**src/rtl/demux_stream_ctrl.sv**
```systemverilog
// Stream controller feeding a 1-to-4 demux: one-entry registered output stage with 1-cycle latency.
// in_ready drops only while the held item's selected channel refuses it; per-channel saturating counters.
module demux_stream_ctrl #(
    parameter int WIDTH = 8,
    parameter int CNT_W = 8
) (
    input  logic             clk,
    input  logic             rst,
    input  logic             in_valid,
    output logic             in_ready,
    input  logic [WIDTH-1:0] in_data,
    input  logic [1:0]       in_dest,
    input  logic             auto_mode,
    output logic [3:0]       out_valid,
    input  logic [3:0]       out_ready,
    output logic [WIDTH-1:0] out_data,
    output logic             s1,
    output logic             s0,
    input  logic             clr_cnt,
    input  logic [1:0]       cnt_sel,
    output logic [CNT_W-1:0] cnt_out
);

    typedef enum logic {
        IDLE = 1'b0,
        FULL = 1'b1
    } state_t;

    localparam logic [CNT_W-1:0] CNT_MAX = {CNT_W{1'b1}};

    state_t           state;
    logic             busy;
    logic [1:0]       sel;
    logic [1:0]       rr_ptr;
    logic             xfer_out;
    logic             xfer_in;
    logic [CNT_W-1:0] cnt [4];

    assign busy     = (state == FULL);
    // Only the selected channel's ready matters; this combinational path gives full throughput.
    assign xfer_out = busy & out_ready[sel];
    assign in_ready = ~busy | xfer_out;
    assign xfer_in  = in_valid & in_ready;

    assign out_valid = busy ? (4'b0001 << sel) : 4'b0000;
    assign s1        = sel[1];
    assign s0        = sel[0];
    assign cnt_out   = cnt[cnt_sel];

    always_ff @(posedge clk) begin
        if (rst) begin
            state    <= IDLE;
            sel      <= 2'd0;
            rr_ptr   <= 2'd0;
            out_data <= '0;
        end else begin
            case (state)
                IDLE: begin
                    if (xfer_in) begin
                        state    <= FULL;
                        out_data <= in_data;
                        sel      <= auto_mode ? rr_ptr : in_dest;
                        if (auto_mode) begin
                            rr_ptr <= rr_ptr + 2'd1;
                        end
                    end
                end
                FULL: begin
                    // A capture on the draining cycle replaces the item with no bubble.
                    if (xfer_in) begin
                        out_data <= in_data;
                        sel      <= auto_mode ? rr_ptr : in_dest;
                        if (auto_mode) begin
                            rr_ptr <= rr_ptr + 2'd1;
                        end
                    end else if (xfer_out) begin
                        state <= IDLE;
                    end
                end
                default: state <= IDLE;
            endcase
        end
    end

    always_ff @(posedge clk) begin
        if (rst || clr_cnt) begin
            for (int k = 0; k < 4; k++) begin
                cnt[k] <= '0;
            end
        end else if (xfer_out && (cnt[sel] != CNT_MAX)) begin
            cnt[sel] <= cnt[sel] + CNT_W'(1);
        end
    end

endmodule

```
**config.mk**
```make
export PLATFORM = sky130hd
export DESIGN_NAME = demux_stream_ctrl
export DESIGN_NICKNAME = d
export VERILOG_FILES = /design/src/rtl/demux_stream_ctrl.sv
export SDC_FILE = /design/constraint.sdc
export NUM_CORES = 1
export LEC_CHECK = 0
export BUFFER_PORTS_ARGS = -buffer_cell sky130_fd_sc_hd__buf_2
export CAP_MARGIN = 10
export CORE_ASPECT_RATIO = 0.6
export CORE_MARGIN = 2
export CORE_UTILIZATION = 50
export CTS_CLUSTER_SIZE = 16
export DETAILED_ROUTE_END_ITERATION = 10
export GPL_ROUTABILITY_DRIVEN = 1
export PLACE_DENSITY = 0.73
export SLEW_MARGIN = 20
export SYNTH_ARGS = -nofsm -noshare
export SYNTH_HDL_FRONTEND = slang
export SYNTH_SLANG_ARGS = --single-unit
export TNS_END_PERCENT = 20
```
**constraint.sdc**
```tcl
create_clock -name clk -period 4.55 [get_ports clk]
set_clock_uncertainty 0.05 [all_clocks]
set_input_delay 0.2275 -clock clk [delete_from_list [all_inputs] [get_ports clk]]
set_output_delay 0.2275 -clock clk [all_outputs]
set_load 0.02 [all_outputs]
```
==> results.py, run 1 <==
metrics = {
    "status": {
        "status": "complete, no violations",
    },
    "finish": {
        "n_antenna_cell": 0,
        "fin_nets": 237,
        "layout_commonest_cell": "buf_2",
        "mostFrequentLayoutCells": "buf_2, edfxtp_1, nor2_1, mux4_2, dfxtp_1",
        "syn_to_final_growth_pct": 14.4,
        "drive_above_1_share": 0.389,
    },
    "pwr": {
        "p_sw_frac": 0.280,
        "p_sw_w": 0.000264,
        "power_density_mw_per_mm2": 345,
        "seq_power_share": 0.529,
        "p_int_w": 0.000681,
        "p_clk_frac": 0.313,
        "comb_power_share": 0.158,
        "ir_drop_mv": 0.156,
        "leakagePower_nw": 1.03,
    },
    "critical_path": {
        "crit_type": "register to register",
        "max_stage_delay_ns": 0.76,
        "crit_arrival_ns": 3.56,
        "cp_max_fo": 35,
        "critPathBufInv": 1,
        "crit_chain": "mux4_2 > ha_1 > nand3_2 > o2111ai_4 > o21ai_0 > buf_4",
        "start_kind": "register",
        "slowest_stage": "o21ai_0",
        "crit_path_end_kind": "register",
        "critPathRequiredTime_ns": 4.54,
        "crit_family": "compound AO/OA/AOI/OAI gates",
    },
    "die": {
        "ios": 44,
        "die_h_um": 57.6,
        "start_util": 0.522,
        "rows": 19,
        "die_area_mm2": 0.00538,
        "core_area_mm2": 0.00459,
        "die_width_um": 93.4,
    },
    "sta": {
        "rsz0062_at_grt": "no",
        "fmax_mhz": 280,
        "setup_tns_ns": 0,
        "hold_ws_ns": 0.0929,
        "tightest_slew_ns": 0.975,
        "post-route-period-util": 0.785,
        "drv_slew": 0,
        "relSlewSlack": 0.350,
        "fin_ws_ns": 0.978,
        "hold_viol": 0,
        "setup_viol": 0,
        "finalCriticalPeriod_ns": 3.57,
    },
    "synthesis": {
        "synthCells": 176,
        "synth.distinct_cells": 35,
        "yosysSeqAreaShare": 0.526,
        "synth_warnings": 0,
        "mappedNetlistArea_mm2": 0.00240,
        "synth_seq_cells": 47,
        "avgSynthCellArea_um2": 13.6,
        "synthesis.nets": 198,
    },
    "cts": {
        "ctsHoldBuffers": 0,
        "clock_latency_ns": 0.32,
        "clk_path_buf_depth": 2,
        "clock_sinks": 47,
        "postCtsSetupBuffers": 0,
        "root_buffer": "clkbuf_8",
        "cts_resized": 0,
        "tritoncts": "done",
        "clkTransAtPathRegs_ns": 0.09,
        "cts_max_level": 2,
        "cts_buffers": 5,
    },
    "detailed_routing": {
        "drc": 0,
        "antenna_left": 0,
        "avgRoutedWirePerCell_um": 18.8,
        "avgViaCountPerCell": 5.90,
        "firstDrtPassIters": 4,
        "num_vias": 1647,
        "drt_iter0_drc": 106,
        "routed_wl_mm": 5.23,
    },
    "run": {
        "max-cap-violations": 0,
    },
    "place": {
        "io_buffer_count": 43,
        "gp_congestion": 0.829,
        "place_hpwl_mm": 3.84,
        "place_ws_ns": 0.970,
    },
    "hold_path": {
        "hold_class": "input pin to register",
    },
    "global_routing": {
        "grt_overflow": 0,
        "grt_max_degree": 36,
        "antenna_found_initial": 0,
        "first_global_vias": 1618,
        "track_usage": 0.216,
        "grt_pass1_wl_mm": 8.65,
    },
}
-- power groups by stage --
stage / combinational (W) / sequential [W] / clock (W)
4_1_cts: 0.000149 / 0.000500 / 0.000300
3_5_place_dp: 0.000149 / 0.000510 / 0
3_3_place_gp: 0.000146 / 0.000509 / 0
2_1_floorplan: 0.000109 / 0.000504 / 0
5_1_grt: 0.000162 / 0.000504 / 0.000312
6_report: 0.000150 / 0.000500 / 0.000296
-- path summary, 6_finish.rpt --
path	depth (start not counted)	startpoint	slack [ns]	to
max reg2reg	6	register	0.98	cnt[2][6]$_SDFFCE_PN0P_
max	6	register	0.98	cnt[2][6]$_SDFFCE_PN0P_
min reg2reg	2	out_data[0]$_SDFFE_PP0P_	0.45	out_data[0]$_SDFFE_PP0P_
min	3	in_data[0]	0.09	out_data[0]$_SDFFE_PP0P_
-- kinds of logic after synthesis --
group,Yosys count,share of synthesized area
buffers and inverters,17,0.0381
adders and majority gates,1,0.00522
xor gates and xnor gates,5,0.0183
and+or+nand+nor,53,0.129
DFF,47,0.526
muxes,27,0.201
AOI/OAI and AO/OA,26,0.0814
-- synthesized netlist by cell type --
cell type,count,area share
a21oi_1,4,0.0084
clkbuf_1,3,0.0047
xnor2_1,1,0.0037
nand2b_1,3,0.0078
a211oi_2,1,0.0052
o2111ai_4,1,0.011
or2_2,1,0.0026
ha_1,1,0.0052
clkbuf_2,1,0.0021
o21ai_0,5,0.010
buf_2,3,0.0063
nand4_4,1,0.0089
o2111ai_1,1,0.0037
or3_4,1,0.0047
nand3_2,2,0.0084
mux4_2,17,0.16
inv_1,3,0.0047
nor2_1,19,0.030
o211ai_1,2,0.0063
nor3_1,10,0.021
dfxtp_1,15,0.13
mux2i_1,10,0.042
or3_1,2,0.0052
nor3_2,6,0.025
edfxtp_1,32,0.40
buf_6,3,0.014
buf_1,4,0.0063
xor2_1,4,0.015
a211oi_1,10,0.031
nand3_1,2,0.0042
and3_1,1,0.0026
nand2_1,4,0.0063
o21ai_1,1,0.0021
nor3b_1,1,0.0031
o21a_1,1,0.0031
-- cell type report --
type | count | area (um^2)
clock buffer | 6 | 93.8
clock inverter | 2 | 15.0
fill | 371 | 1850
inverter | 3 | 11.3
multi-input combinational | 112 | 1040
sequential | 47 | 1260
tap | 63 | 78.8
timing repair buffer | 46 | 238
-- per-stage QoR --
stage          instance area (um^2)  utilization  total power (W)  std cells
3_3_place_gp                   2630        0.574         0.000655        271
6_report                       2740        0.598         0.000945        279
3_5_place_dp                   2630        0.574         0.000658        271
5_1_grt                        2740        0.598         0.000978        279
4_1_cts                        2740        0.598         0.000949        279
2_1_floorplan                  2400            -         0.000613        176
-- worst min-delay path, cell delays in order --
cell and delay, ns:
buf_2 0.07, mux2i_1 0.05, nor2_1 0.07
-- state kept, by name, summed over array words and instances (netlist names), named ones only --
name	count
rr_ptr	2
sel	2
cnt	32
out_data	8
busy	1
-- layer usage --
layer	wire (um)	GRT usage
met3	261	0.0585
met4	58	0.0567
met1	2670	0.338
met2	2240	0.300
met5	0	0
No activity file was read; power rests on OpenSTA's default activity.
==> run 2: changes to the inputs <==
--- a/config.mk
+++ b/config.mk
@@ -5,6 +5,7 @@
 export SDC_FILE = /design/constraint.sdc
 export NUM_CORES = 1
 export LEC_CHECK = 0
+export ABC_AREA = 1
 export BUFFER_PORTS_ARGS = -buffer_cell sky130_fd_sc_hd__buf_2
 export CAP_MARGIN = 10
 export CORE_ASPECT_RATIO = 0.6
==> constraint.sdc (replaced) <==
create_clock -name clk -period 3.7 [get_ports clk]
set_clock_uncertainty 0.05 [all_clocks]
set_input_delay 0.185 -clock clk [delete_from_list [all_inputs] [get_ports clk]]
set_output_delay 0.185 -clock clk [all_outputs]
set_load 0.02 [all_outputs]
==> run 2 against run 1 <==
Fmax grew 31%. Setup slack lost 0.0017 ns. First-iteration DRC count grew to 2.7 times the previous value. Core utilization grew 2.1 points. Via count grew 45%. Count of clock-buffer cells in the layout shrank 1. Synthesized cell count grew 83%. Highest routed layer unchanged.
==> results.py, run 2 <==
metrics = {
    "place": {
        "gp_congestion": 0.954,
        "io_buffer_count": 43,
        "placed_cells": 422,
        "place_ws_ns": 1.07,
        "place_hpwl_mm": 5.75,
    },
    "finish": {
        "drive_above_1_share": 0.193,
        "fin_nets": 388,
        "top_regs": "cnt x32, out_data x8",
        "largest_reg_flops": 32,
        "n_antenna_cell": 0,
        "final_util": 0.618,
        "fin_cells": 430,
        "mostFrequentLayoutCells": "nand2_1, nor2_1, buf_2, edfxtp_1, o21ai_0",
        "fillers": 439,
        "syn_to_final_growth_pct": 16.2,
        "top_register": "cnt",
        "layout_commonest_cell": "nand2_1",
    },
    "status": {
        "status": "complete, no violations",
    },
    "synthesis": {
        "synth_top_area_cell": "edfxtp_1",
        "synth.distinct_cells": 23,
        "async_reset_ff_frac": 0,
        "synth_ff_type": "edfxtp_1",
        "synth_edf_count": 32,
        "synth_seq_cells": 47,
        "synthesis.nets": 344,
        "avgSynthCellArea_um2": 7.74,
        "yosysMostFrequentCell": "nand2_1",
        "yosysSeqAreaShare": 0.506,
        "synth_warnings": 0,
        "mappedNetlistArea_mm2": 0.00249,
        "synthCells": 322,
        "synth_area_leaders": "edfxtp_1, nand2_1, dfxtp_1",
        "netlist.area_leader.share": 0.385,
        "synth_common_cells": "nand2_1, nor2_1, edfxtp_1, o21ai_0, inv_1",
    },
    "cts": {
        "postCtsSetupBuffers": 0,
        "clock_sinks": 47,
        "tritoncts": "done",
        "clk_path_buf_depth": 2,
        "clock_latency_ns": 0.31,
        "root_buffer": "clkbuf_8",
        "cts_resized": 0,
        "clkTransAtPathRegs_ns": 0.10,
        "cts_buffers": 5,
        "cts_max_level": 2,
        "ctsHoldBuffers": 0,
    },
    "critical_path": {
        "start_kind": "register",
        "crit_path_end_kind": "register",
        "crit_type": "register to register",
        "crit_arrival_ns": 2.65,
        "cp_max_fo": 13,
        "critPathRequiredTime_ns": 3.62,
    },
    "global_routing": {
        "antenna_found_initial": 0,
        "grt_max_degree": 18,
        "track_usage": 0.283,
        "grt_overflow": 0,
        "first_global_vias": 2068,
        "grt_pass1_wl_mm": 11.2,
    },
    "sta": {
        "setup_viol": 0,
        "setup_tns_ns": 0,
        "tightest_slew_ns": 0.589,
        "finalCriticalPeriod_ns": 2.72,
        "rsz0062_at_grt": "no",
        "fmax_mhz": 367,
        "drv_slew": 0,
        "relSlewSlack": 0.606,
        "post-route-period-util": 0.736,
        "hold_viol": 0,
        "fin_ws_ns": 0.976,
    },
    "detailed_routing": {
        "avgViaCountPerCell": 5.57,
        "routed_wl_mm": 7.33,
        "avgRoutedWirePerCell_um": 17.0,
        "firstDrtPassIters": 6,
        "drt_iter0_drc": 288,
        "antenna_left": 0,
        "drc": 0,
        "num_vias": 2396,
    },
    "hold_path": {
        "hold_class": "input pin to register",
    },
    "die": {
        "core_area_mm2": 0.00468,
        "die_area_mm2": 0.00559,
        "start_util": 0.532,
        "ios": 44,
        "rows": 19,
        "die_width_um": 95.2,
        "die_h_um": 58.7,
    },
    "pwr": {
        "p_total_w": 0.00127,
        "ir_drop_mv": 0.316,
        "power_density_mw_per_mm2": 440,
        "leakagePower_nw": 1.34,
    },
    "run": {
        "max-cap-violations": 0,
    },
}
==> run 2: per-stage QoR <==
stage	hold WS (ns)	instance area, um^2
CTS	0.0756	2900
global route	0.0843	2900
global placement	0.385	2760
detailed placement	0.395	2760
floorplan	0.204	2490
finish	0.0770	2900
==> run 2: final cells by class <==
type	count	area [um^2]	area share
clock buffer	5	68.8	0.0238
clock inverter	3	71.3	0.0246
inverter	27	104	0.0359
sequential	47	1260	0.435
tap	63	78.8	0.0272
multi-input combinational	239	1070	0.371
timing repair buffer	46	238	0.0821
==> run 2: power breakdown <==
group / internal (W) / total, W / switching (W) / leakage (nW)
registers: 0.000588 / 0.000614 / 0.0000257 / 0.480
logic: 0.0000608 / 0.000198 / 0.000137 / 0.790
clock network: 0.000274 / 0.000462 / 0.000188 / 0.0703
total: 0.000923 / 0.00127 / 0.000351 / 1.34
==> run 2: critical path: stages (launching register included) <==
cell and delay [ns]:
dfxtp_1 0.31, buf_4 0.17, inv_1 0.29, nand3_1 0.15, nand2_1 0.19, inv_1 0.06
ha_1 0.21, nand3_1 0.09, nor2_1 0.09, nand3_2 0.08, nand2_2 0.07, nor2_4 0.19
nand2_2 0.13, nand2_1 0.30
==> run 2: final timing paths <==
kind / from / to / slack (ns) / cells after the start
max: register / cnt[1][7]$_SDFFCE_PN0P_ / 0.98 / 13
min: rst / rr_ptr[1]$_SDFFE_PP0P_ / 0.08 / 2
max reg2reg: register / cnt[1][7]$_SDFFCE_PN0P_ / 0.98 / 13
min reg2reg: out_data[5]$_SDFFE_PP0P_ / out_data[5]$_SDFFE_PP0P_ / 0.43 / 2
==> run 2: cells by family (layout without fill, tap and decap cells) <==
group / Yosys count / count (layout) / synth area share
fa+ha+maj: 1 / 1 / 0.00502
compound gates: 40 / 40 / 0.0838
flops: 47 / 47 / 0.506
mux: 2 / 2 / 0.00903
buf+inv: 36 / 81 / 0.0632
simple gates: 190 / 190 / 0.312
xor+xnor: 6 / 6 / 0.0211
==> run 2: routing by layer <==
metal | share of wire | GRT usage
met5 | 0 | 0
met4 | 0.016 | 0.0642
met3 | 0.15 | 0.118
met2 | 0.39 | 0.382
met1 | 0.44 | 0.421
==> run 3: changes to the inputs <==
--- a/config.mk
+++ b/config.mk
@@ -14,7 +14,7 @@
 export CTS_CLUSTER_SIZE = 16
 export DETAILED_ROUTE_END_ITERATION = 10
 export GPL_ROUTABILITY_DRIVEN = 1
-export PLACE_DENSITY = 0.73
+export PLACE_DENSITY = 0.75
 export SLEW_MARGIN = 20
 export SYNTH_ARGS = -nofsm -noshare
 export SYNTH_HDL_FRONTEND = slang
==> constraint.sdc (replaced) <==
create_clock -name clk -period 2.33 [get_ports clk]
set_clock_uncertainty 0.05 [all_clocks]
set_input_delay 0.1165 -clock clk [delete_from_list [all_inputs] [get_ports clk]]
set_output_delay 0.1165 -clock clk [all_outputs]
set_load 0.02 [all_outputs]
==> run 3 against run 2 <==
The run now ends with negative hold slack left. Core utilization rose by 1.4 points. Wire length fell by 7.8%. Setup slack worse by 0.79 ns. Count of clock-buffer cells in the layout did not move. Via count shrank 1.5%. First-iteration DRC count grew 1.7%. Non-clock buffer count grew 12. Sequential power up 58%. Register-to-register slack lost 0.79 ns. Largest cell class unchanged.
==> results.py, run 3 (same netlist as run 2, synthesis figures left out) <==
metrics = {
    "hold_path": {
        "hold_depth": 3,
        "hold_class": "input pin to register",
        "hold_end": "out_data[1]$_SDFFE_PP0P_",
        "holdCritStartpoint": "in_data[1]",
    },
    "sta": {
        "fmax_mhz": 465,
        "rsz0062_at_grt": "no",
        "setup_viol": 0,
        "hold_ws_ns": -0.00130,
        "tightest_slew_ns": 0.519,
        "hold_viol": 1,
        "relSlewSlack": 0.653,
        "post-route-period-util": 0.922,
        "finalCriticalPeriod_ns": 2.15,
        "drv_slew": 0,
    },
    "pwr": {
        "p_clk_frac": 0.290,
        "p_total_w": 0.00183,
        "power_density_mw_per_mm2": 617,
        "ir_drop_mv": 0.369,
        "p_sw_frac": 0.305,
        "comb_power_share": 0.179,
        "p_sw_w": 0.000558,
        "leakagePower_nw": 1.37,
        "seq_power_share": 0.531,
        "p_int_w": 0.00127,
    },
    "detailed_routing": {
        "antenna_left": 0,
        "firstDrtPassIters": 5,
        "drc": 0,
        "drt_iter0_drc": 293,
        "num_vias": 2361,
        "routed_wl_mm": 6.76,
        "avgViaCountPerCell": 5.34,
        "avgRoutedWirePerCell_um": 15.3,
    },
    "global_routing": {
        "grt_pass1_wl_mm": 10.4,
        "track_usage": 0.260,
        "grt_max_degree": 18,
        "antenna_found_initial": 0,
        "grt_overflow": 0,
        "first_global_vias": 1995,
    },
    "cts": {
        "clkTransAtPathRegs_ns": 0.09,
        "clock_sinks": 47,
        "root_buffer": "clkbuf_8",
        "clock_latency_ns": 0.31,
        "tritoncts": "done",
        "cts_max_level": 2,
        "clk_path_buf_depth": 2,
        "cts_buffers": 5,
    },
    "finish": {
        "top_register": "cnt",
        "mostFrequentLayoutCells": "nand2_1, nor2_1, buf_2, edfxtp_1, o21ai_0",
        "n_antenna_cell": 0,
        "layout_commonest_cell": "nand2_1",
        "syn_to_final_growth_pct": 18.8,
        "fillers": 403,
        "final_area_mm2": 0.00296,
        "fin_nets": 400,
        "drive_above_1_share": 0.227,
        "largest_reg_flops": 32,
        "top_regs": "cnt x32, out_data x8",
    },
    "die": {
        "die_width_um": 95.2,
        "core_area_mm2": 0.00468,
        "ios": 44,
        "die_h_um": 58.7,
        "die_area_mm2": 0.00559,
        "rows": 19,
        "start_util": 0.532,
    },
    "critical_path": {
        "crit_type": "register to register",
        "cp_max_fo": 11,
        "r2r-end": "cnt[2][4]$_SDFFCE_PN0P_",
        "crit_arrival_ns": 2.15,
        "reg2reg_depth": 10,
        "slowest_stage": "dfxtp_2",
        "crit_chain": "inv_4 > nand2_1 > nand3_1 > nand2_1 > ha_1 > nand3_1 > nor2_1 > buf_4 > xor2_1 > nor2_1",
        "crit_path_end_kind": "register",
        "max_stage_delay_ns": 0.44,
        "r2r_setup_slack_ns": 0.18,
        "start_kind": "register",
        "critPathRequiredTime_ns": 2.33,
    },
    "run": {
        "max-cap-violations": 0,
    },
    "place": {
        "gp_congestion": 0.995,
        "post_dp_cell_area_mm2": 0.00283,
        "io_buffer_count": 43,
        "place_hpwl_mm": 5.38,
    },
    "status": {
        "violations": "negative hold slack",
        "status": "finished with violations",
    },
}
==> run 3: cell count changes in the layout (fill, tap and decap cells not counted), sizes merged <==
cell / change
buf: +10
bufinv: -2
clkinvlp: +1
dlygate4sd3: +2
inv: +1
==> run 3: stage by stage <==
stage	utilization	worst slack, ns	hold WS, ns	setup TNS (ns)	cells
4_1_cts	0.630	0.0987	0.00305	0	442
5_1_grt	0.633	0.00412	0.0108	0	442
6_report	0.633	0.181	-0.00130	0	442
2_1_floorplan	-	0.102	0.136	0	322
3_3_place_gp	0.605	0.0732	0.313	0	432
3_5_place_dp	0.605	-0.0507	0.320	-0.520	432
==> run 3: final cells by class <==
| type | count | area (um^2) | area share |
|---|---|---|---|
| Sequential cell | 47 | 1260 | 0.427 |
| Multi-Input combinational cell | 239 | 1090 | 0.367 |
| Clock inverter | 3 | 27.5 | 0.00929 |
| Clock buffer | 5 | 68.8 | 0.0232 |
| Inverter | 27 | 104 | 0.0351 |
| Tap cell | 63 | 78.8 | 0.0266 |
| Timing Repair Buffer | 58 | 333 | 0.112 |
==> run 3: power groups by stage <==
stage | clock network [W] | logic [W] | registers (W)
floorplan | 0 | 0.000194 | 0.000987
global placement | 0 | 0.000313 | 0.000987
detailed placement | 0 | 0.000319 | 0.000987
CTS | 0.000535 | 0.000323 | 0.000968
global route | 0.000573 | 0.000360 | 0.000974
finish | 0.000529 | 0.000328 | 0.000971
==> run 3: critical path: cells and delay by family (launching register included) <==
kind,cells,cell delay (ns)
adders and majority gates,1,0.19
xor gates and xnor gates,1,0.39
and+or+nand+nor,6,0.58
DFF,1,0.44
buffers and inverters,2,0.24
==> run 3: worst max path at each step <==
| stage | start | endpoint | slack [ns] | cells after the start |
|---|---|---|---|---|
| 5_1_grt | register | cnt[1][7]$_SDFFCE_PN0P_ | 0.004 | 13 |
| 2_1_floorplan | register | cnt[3][0]$_DFFE_PP_ | 0.10 | 12 |
| 6_report | register | cnt[2][4]$_SDFFCE_PN0P_ | 0.18 | 10 |
| 3_3_place_gp | register | cnt[2][7]$_SDFFCE_PN0P_ | 0.07 | 13 |
| 3_5_place_dp | register | cnt[2][6]$_SDFFCE_PN0P_ | -0.05 | 13 |
| 4_1_cts | register | cnt[1][4]$_SDFFCE_PN0P_ | 0.1 | 13 |
==> run 3: layer usage <==
layer | routed length [um] | part of all wire | vias up | GRT usage
met4 | 80 | 0.012 | 0 | 0.0559
met1 | 3280 | 0.49 | 1064 | 0.433
met5 | 0 | 0 | - | 0
li1 | - | - | 1153 | -
met3 | 916 | 0.14 | 10 | 0.0666
met2 | 2480 | 0.37 | 134 | 0.329
==> run 3: repair_timing <==
action,in CTS,in global routing
hold buffers,2,0
resized for setup,2,4
buffers inserted,0,0
setup endpoints to repair,24,25
endpoints found under the hold margin,2,0
